[config.mk]
export PLATFORM = sky130hd
export DESIGN_NAME = block_collision
export DESIGN_NICKNAME = d
export VERILOG_FILES = /design/src/rtl/block_collision_pkg.sv /design/src/rtl/block_geom.sv /design/src/rtl/block_collision.sv
export SDC_FILE = /design/constraint.sdc
export NUM_CORES = 1
export LEC_CHECK = 0
export ABC_AREA = 1
export CAP_MARGIN = 20
export CORE_UTILIZATION = 40
export CTS_CLUSTER_DIAMETER = 200
export DETAILED_ROUTE_END_ITERATION = 12
export PLACE_DENSITY = 0.65
export SLEW_MARGIN = 20
export SYNTH_ARGS = -nofsm -noshare
export SYNTH_HDL_FRONTEND = slang
export SYNTH_SLANG_ARGS = --single-unit
[constraint.sdc]
create_clock -name pclk -period 3.6 [get_ports pclk]
set_input_delay 0.36 -clock pclk [delete_from_list [all_inputs] [get_ports pclk]]
set_output_delay 0.36 -clock pclk [all_outputs]
set_load 0.01 [all_outputs]
[src/rtl/block_collision_pkg.sv]
// Shared board geometry and FSM encoding for the block-collision logic.
// The renderer imports the same constants so drawn and collided blocks agree.
package block_collision_pkg;

    localparam logic [10:0] X0        = 11'd100;
    localparam logic [10:0] X_PITCH   = 11'd160;
    localparam logic [10:0] Y0        = 11'd60;
    localparam logic [10:0] Y_PITCH   = 11'd70;
    localparam logic [10:0] B_WIDTH   = 11'd100;
    localparam logic [10:0] B_HEIGHT  = 11'd50;
    localparam logic [10:0] BALL_SIZE = 11'd10;
    localparam logic [10:0] BALL_HALF = BALL_SIZE >> 1;

    // Left edge of each block column
    localparam logic [10:0] HOR1 = X0;
    localparam logic [10:0] HOR2 = HOR1 + X_PITCH;
    localparam logic [10:0] HOR3 = HOR2 + X_PITCH;
    localparam logic [10:0] HOR4 = HOR3 + X_PITCH;

    // Top edge of each block row
    localparam logic [10:0] VER1 = Y0;
    localparam logic [10:0] VER2 = VER1 + Y_PITCH;
    localparam logic [10:0] VER3 = VER2 + Y_PITCH;
    localparam logic [10:0] VER4 = VER3 + Y_PITCH;

    localparam logic [3:0]  LAST_IDX = 4'd15;

    typedef enum logic [1:0] {
        IDLE   = 2'd0,
        SCAN   = 2'd1,
        REPORT = 2'd2
    } state_t;

endpackage

[src/rtl/block_geom.sv]
// Block geometry lookup: block index -> top-left corner, then a ball/block
// overlap test and a check whether the ball centre lies within the block's
// horizontal span (used to choose a vertical versus horizontal bounce).
module block_geom
    import block_collision_pkg::*;
(
    input  logic [3:0]  idx_i,
    input  logic [10:0] ball_x_i,
    input  logic [10:0] ball_y_i,
    output logic        overlap_o,
    output logic        cx_inside_o
);

    logic [10:0] bx0;
    logic [10:0] by0;
    logic [10:0] bx_end;
    logic [10:0] by_end;
    logic [10:0] ball_x_end;
    logic [10:0] ball_y_end;
    logic [10:0] cx;

    // Column/row to edge lookup from the shared constant tables
    always_comb begin
        bx0 = HOR1;
        by0 = VER1;
        case (idx_i[1:0])
            2'd0:    bx0 = HOR1;
            2'd1:    bx0 = HOR2;
            2'd2:    bx0 = HOR3;
            default: bx0 = HOR4;
        endcase
        case (idx_i[3:2])
            2'd0:    by0 = VER1;
            2'd1:    by0 = VER2;
            2'd2:    by0 = VER3;
            default: by0 = VER4;
        endcase
    end

    // Inclusive-range overlap of ball square and block rectangle
    always_comb begin
        bx_end      = bx0 + B_WIDTH;
        by_end      = by0 + B_HEIGHT;
        ball_x_end  = ball_x_i + BALL_SIZE - 11'd1;
        ball_y_end  = ball_y_i + BALL_SIZE - 11'd1;
        cx          = ball_x_i + BALL_HALF;
        overlap_o   = (ball_x_i <= bx_end) && (ball_x_end >= bx0) &&
                      (ball_y_i <= by_end) && (ball_y_end >= by0);
        cx_inside_o = (cx >= bx0) && (cx <= bx_end);
    end

endmodule

[src/rtl/block_collision.sv]
// Per-frame ball/block collision: latches the ball on frame_tick, scans the
// 16 blocks one per clock, destroys at most one block and pulses a bounce.
module block_collision
    import block_collision_pkg::*;
(
    input  logic        pclk,
    input  logic        reset,
    input  logic        frame_tick,
    input  logic        level_clear,
    input  logic [10:0] ball_x,
    input  logic [10:0] ball_y,
    output logic [15:0] blocks_out,
    output logic        hit,
    output logic        flip_x,
    output logic        flip_y,
    output logic        busy,
    output logic        all_cleared
);

    state_t      state_q;
    logic [3:0]  idx_q;
    logic [10:0] ball_x_q;
    logic [10:0] ball_y_q;
    logic        pend_q;
    logic [3:0]  pend_idx_q;
    logic        pend_flip_x_q;
    logic [15:0] blocks_q;
    logic        hit_q;
    logic        flip_x_q;
    logic        flip_y_q;
    logic        busy_q;
    logic        all_cleared_q;

    logic        overlap;
    logic        cx_inside;
    logic        candidate_d;

    block_geom u_geom (
        .idx_i       (idx_q),
        .ball_x_i    (ball_x_q),
        .ball_y_i    (ball_y_q),
        .overlap_o   (overlap),
        .cx_inside_o (cx_inside)
    );

    // First live overlapping block of this frame; destroyed blocks are transparent
    always_comb begin
        candidate_d = (state_q == SCAN) && overlap && !blocks_q[idx_q] && !pend_q;
    end

    // Scan FSM with registered mask, pulses and status
    always_ff @(posedge pclk) begin
        if (reset) begin
            state_q       <= IDLE;
            idx_q         <= 4'd0;
            ball_x_q      <= 11'd0;
            ball_y_q      <= 11'd0;
            pend_q        <= 1'b0;
            pend_idx_q    <= 4'd0;
            pend_flip_x_q <= 1'b0;
            blocks_q      <= 16'h0000;
            hit_q         <= 1'b0;
            flip_x_q      <= 1'b0;
            flip_y_q      <= 1'b0;
            busy_q        <= 1'b0;
            all_cleared_q <= 1'b0;
        end else begin
            hit_q         <= 1'b0;
            flip_x_q      <= 1'b0;
            flip_y_q      <= 1'b0;
            all_cleared_q <= (blocks_q == 16'hFFFF);
            if (level_clear) begin
                state_q  <= IDLE;
                idx_q    <= 4'd0;
                pend_q   <= 1'b0;
                blocks_q <= 16'h0000;
                busy_q   <= 1'b0;
            end else begin
                case (state_q)
                    IDLE: begin
                        if (frame_tick) begin
                            ball_x_q <= ball_x;
                            ball_y_q <= ball_y;
                            idx_q    <= 4'd0;
                            pend_q   <= 1'b0;
                            busy_q   <= 1'b1;
                            state_q  <= SCAN;
                        end
                    end
                    SCAN: begin
                        if (candidate_d) begin
                            pend_q        <= 1'b1;
                            pend_idx_q    <= idx_q;
                            pend_flip_x_q <= !cx_inside;
                        end
                        if (idx_q == LAST_IDX) begin
                            state_q <= REPORT;
                        end else begin
                            idx_q <= idx_q + 4'd1;
                        end
                    end
                    REPORT: begin
                        if (pend_q) begin
                            blocks_q[pend_idx_q] <= 1'b1;
                            hit_q                <= 1'b1;
                            flip_x_q             <= pend_flip_x_q;
                            flip_y_q             <= !pend_flip_x_q;
                        end
                        pend_q  <= 1'b0;
                        idx_q   <= 4'd0;
                        busy_q  <= 1'b0;
                        state_q <= IDLE;
                    end
                    default: begin
                        state_q <= IDLE;
                        busy_q  <= 1'b0;
                    end
                endcase
            end
        end
    end

    assign blocks_out  = blocks_q;
    assign hit         = hit_q;
    assign flip_x      = flip_x_q;
    assign flip_y      = flip_y_q;
    assign busy        = busy_q;
    assign all_cleared = all_cleared_q;

endmodule

-- Yosys cells after proc, flatten, opt, wreduce, memory -nomap -nowiden
Index checks and enable logic that the tools add are counted.
- output and inout bits: 21
- input bits: 26
- register bits: 55
- word-level logic and storage cells: 91
- $lt $le $gt $ge: 9
- bitwise gates (word level): 5
- mux-type cells: 18
- add/subtract/negate cells: 8
- reductions and logical operators: 26
- equality and inequality tests: 12
- operator list (cell ; number):
    $le 11x11->1 ; 3
    $pmux 10 s3 ; 1
    $pmux 9 s3 ; 1
    $add 11x4->11 const B ; 2
    $ge 11x10->1 ; 2
    $sub 11x1->11 const B ; 2
    $eq 16x16->1 const B ; 1
    $or 16x16->16 ; 1
    $pmux 4 s3 ; 1
    $reduce_and 3->1 ; 4
    $add 10x7->11 const B ; 1
    $add 11x3->11 const B ; 1
    $ge 11x9->1 ; 1
    $add 9x6->10 const B ; 1
    $lt 4x5->1 const B ; 2
    $logic_and 1x1->1 ; 8
    $mux 4 ; 2
    $eq 2x1->1 const B ; 3
    $eq 2x2->1 const B ; 3
    $logic_not 2->1 ; 3
    $mux 1 ; 6
    $ne 2x2->1 const B ; 3
    $reduce_and 2->1 ; 3
    $add 4x1->4 const B ; 1
    15 further kinds ; 22

-- Depth between registers and ports, before layout
- depth after elaboration: 12
- gate-level depth with buffers: 20

-- Cells and area by module
From an unflattened synthesis, not the netlist that was laid out.
- cell total of the unflattened synthesis: 581
- area, all modules: 3996.3 um^2
- modules (own cells, without submodules) (module ; cells an instance ; seq. area each (um^2) ; area each (um^2) ; instances):
    block_collision ; 287 ; 1101.1 ; 2174.6 ; 1
    block_geom ; 294 ; 0.0 ; 1821.7 ; 1

-- Worst setup path after synthesis
OpenSTA, ideal clock, no wires.
- kind: reg2reg
- start point: register idx_q[0]
- end point: register pend_idx_q[1]
- stages on the path, launching flop included: 20
- data required time: 3.485 ns
- clock period less this slack: 2.665 ns
- buffers on the path: 0
- arrival: 2.550 ns
- slack: 0.935 ns
- cells stage by stage: dfxtp_1 -> clkinv_1 -> ha_1 -> o21ai_0 -> inv_1 -> ha_1 -> o21ai_0 -> nand2_1 -> nand2_1 -> nand2_1 -> nand2_1 -> nand2_1 -> nand2_1 -> nand2_1 -> nand2_1 -> nand2_4 -> nor2_8 -> nand3_1 -> nand2_1 -> nor2_1
- cells in the longest elaborated chain, start to end: 11
- elaborated cells on any way between the ends: 17
- ends and longest elaborated chain (element ; RTL line ; text):
    start, declared ; block_collision.sv:21 ; logic [3:0] idx_q;
    start signal, assigned ; block_collision.sv:99 ; idx_q <= idx_q + 4'd1;
    $eq 2x2->1, or another cell as far along ; block_geom.sv:26 ; case (idx_i[1:0])
    $pmux 10 s3 ; block_geom.sv:26 ;
    $add 10x7->11 ; block_geom.sv:42 ; bx_end = bx0 + B_WIDTH;
    $le 11x11->1 ; block_geom.sv:47 ; overlap_o = (ball_x_i <= bx_end) && (ball_x_end >= bx0) &&
    $logic_and 1x1->1 (2 in a row) ; block_geom.sv:47 ;
    $logic_and 1x1->1 ; block_geom.sv:48 ; (ball_y_i <= by_end) && (ball_y_end >= by0);
    $logic_and 1x1->1 ; block_collision.sv:48 ; candidate_d = (state_q == SCAN) && overlap && !blocks_q[idx_q] && !pend_q;
    $logic_and 1x1->1 * (2 in a row) ; block_collision.sv:48 ;
    $reduce_and 3->1 (no line) * ; -- ;
    end signal, assigned ; block_collision.sv:93 ; pend_idx_q <= idx_q;
    end, declared ; block_collision.sv:25 ; logic [3:0] pend_idx_q;
Every way passes the cells marked *; elsewhere a longest branch is shown, timed or not. The select of a mux whose other input is x is not followed.
A chain may end at the register's enable or synchronous reset.

-- Final worst setup path
- start point: register idx_q[0]
- end point: register pend_idx_q[2]
The elaborated chain is that of the path after synthesis.

==> reports/metrics.csv <==
metric,value,unit
status,"finished, final reports clean",
vias in the first global route,3649,
Final Cycle Share,82.5,%
Crit Path Class,register to register,
# DRC,0,
Num CTS Buffers,5,
post-synthesis register bit count,55,
DR WL/cell,12.8,um
setup_tns,0,ps
vias,3802,
Leakage,2.20,nW
pin count of the biggest net entering global routing,28,
highest clock rate,0.337,GHz
Synth async-reset ratio,0,%
Total GRT Usage,20.6,%
Syn. warnings,0,
area grow syn2layout,18.2,%
Crit path largest cell delay,690,ps
Die W,102,um
IO Port Bufs,46,
Die Ht,102,um
first-pass GRT wire length,16.9,mm
Post-CTS Setup Inserts,0,
CTS root buf,clkbuf_8,
routability congestion estimate,0.930,
initial antenna violation count,0,
share of layout cells above drive strength 1,5.53,%
drt via density,4.96,
crit start category,register,
# fillers,994,
Max Slew Vio Count,0,
Synth area leader,dfxtp_1,
top sig layer,met4,
latest clock arrival within the worst-skew pair,330,ps
dpl hpwl,7.91,mm
count of cell types in the netlist,31,
Starting DRT DRC Count,206,
Buf/Inv on CP,3,
H-tree depth,2,
Fin. Hold Viols,0,
worst vdd ir,0.146,mV
CTS tree,yes,
crit end category,register,
Post-synth EDFFs,0,
Pwr Density,286,mW/mm2
CP dominant cell by count,nand2_1,
smallest hold slack,433,ps
area of the core,0.00973,mm2
Max Root-Sink Buffers,2,
final net count,710,
Sink Count,55,
# setup viols final,0,
"delay-heaviest family, CP",simple AND/OR/NAND/NOR gates,
Synthesized Nets,660,
min-delay worst type,register to register,
share of the synthesized area in the top cell type,27.6,%
Post-Route WL,9.82,mm
Clock Skews,6.68,ps
Final min period,2970,ps
Tightest Pin Transition,788,ps
Area contributors post-synth,"dfxtp_1, ha_1, nand2_1",
Main synth FF type,dfxtp_1,
synthesized instance count,582,
sequential-to-total area share from yosys stat,27.6,%
Avg Inst Size Synth,6.85,um2
fin util,48.5,%
initial core utilization,41.0,%
# IOs,47,
Antenna Nets Post-Route,0,
antenna cells,0,
row cnt,36,
most frequent cell after synthesis,nand2_1,
DR WL met3,396,um
CP max FO,17,
Post-Syn Area,0.00399,mm2
Post-CTS Resized,0,
hold buffer count at CTS,0,
DR WL met2,4.61,mm
DRT Pass-1 Iters,5,
Synth top cells by count,"nand2_1, inv_1, nor2_1",
critical path required time,3830,ps
Critical Path AT,3200,ps
CP cell instances,"clkinv_1, ha_1, o21ai_0, buf_4, inv_1, ha_1, o21ai_0, nand2_1, nand2_1, nand2_1, nand2_1, nand2_1, nand2_1, nand2_1, nand2_1, nand2_4, nor2_8, nand3_1, nand2_1, nor2_1",
max_cap viols,0,
Die Area,0.0104,mm2
RSZ-0062 raised after global routing,false,
GR Overflow Total,0,
Metal-1 WL,4.63,mm
Worst path slowest cell,dfxtp_1,
Worst slew margin,47.4,%
Clock transition at path regs,110,ps
## state kept, by name, summed over array words and instances, names as in the netlist
name           flops
flip_y             1
hit                1
pend_flip_x_q      1
ball_x_q          11
pend_idx_q         4
busy               1
flip_x             1
ball_y_q          11
blocks_out        16
idx_q              4
pend_q             1
state_q            2
all_cleared        1
## area by class of cell
class / instances / area (um2) / area share, %
Multi-Input combinational cell: 421 / 2490 / 52.7
Sequential cell: 55 / 1100 / 23.3
Timing Repair Buffer: 51 / 498 / 10.6
Inverter: 98 / 368 / 7.80
Tap cell: 133 / 166 / 3.53
Clock buffer: 5 / 68.8 / 1.46
Clock inverter: 3 / 27.5 / 0.584
## kinds of logic after synthesis
group                      share of synthesized area [%]
and+or+nand+nor                                     28.4
xor gates and xnor gates                            4.17
DFF                                                 27.6
adders and majority gates                           16.3
buffers and inverters                               10.1
AOI/OAI and AO/OA                                   13.4
## cell usage in the layout, fill, tap and decap left out, types with 2 or more instances in the layout
cell type        count
nand2_1            116
inv_1               90
nor2_1              58
dfxtp_1             55
ha_1                52
clkdlybuf4s50_1     46
a21oi_1             38
o21ai_0             36
nand3_1             34
xor2_1              16
o22ai_1             16
nand4_1             14
nand2_2              8
nor3_1               8
inv_2                6
clkbuf_8             5
buf_4                5
nor4_1               4
o211ai_1             4
xnor2_1              3
nand3_4              2
nor2_2               2
clkinv_1             2
a211oi_1             2
## through the flow
step | setup slack [ps] | std cells | power (mW) | area, um2
floorplan | 935 | 582 | 0.880 | 3990
global placement | 828 | 758 | 0.968 | 4620
detailed placement | 685 | 758 | 0.974 | 4620
CTS | 664 | 766 | 1.35 | 4720
global route | 275 | 766 | 1.43 | 4720
finish | 630 | 766 | 1.35 | 4720
## per-layer routing
metal | GRT usage [%] | up-vias
met5 | 0 | -
met4 | 6.37 | 0
met3 | 2.74 | 12
met2 | 35.7 | 75
met1 | 26.8 | 1721
li1 | - | 1994
## worst register-to-register path: stages (launching register included)
cell      delay, ps
dfxtp_1         690
clkinv_1        240
ha_1            260
o21ai_0         160
buf_4           150
inv_1            60
ha_1            290
o21ai_0          90
nand2_1          70
nand2_1          50
nand2_1          40
nand2_1          50
nand2_1          40
nand2_1          50
nand2_1          60
nand2_1         120
nand2_4          80
nor2_8          160
nand3_1          90
nand2_1          80
nor2_1           50
## final timing paths
path,end,depth (start not counted),slack (ps),from
min reg2reg,flip_y,1,430,pend_flip_x_q
max,pend_idx_q[2],20,630,idx_q[0]
min,flip_y,1,430,pend_flip_x_q
max reg2reg,pend_idx_q[2],20,630,idx_q[0]
## power breakdown
group	internal, mW	switching [mW]
clock	0.145	0.241
sequential	0.628	0.0313
combinational	0.124	0.178
total	0.897	0.450
No activity file was read; power rests on OpenSTA's default activity.
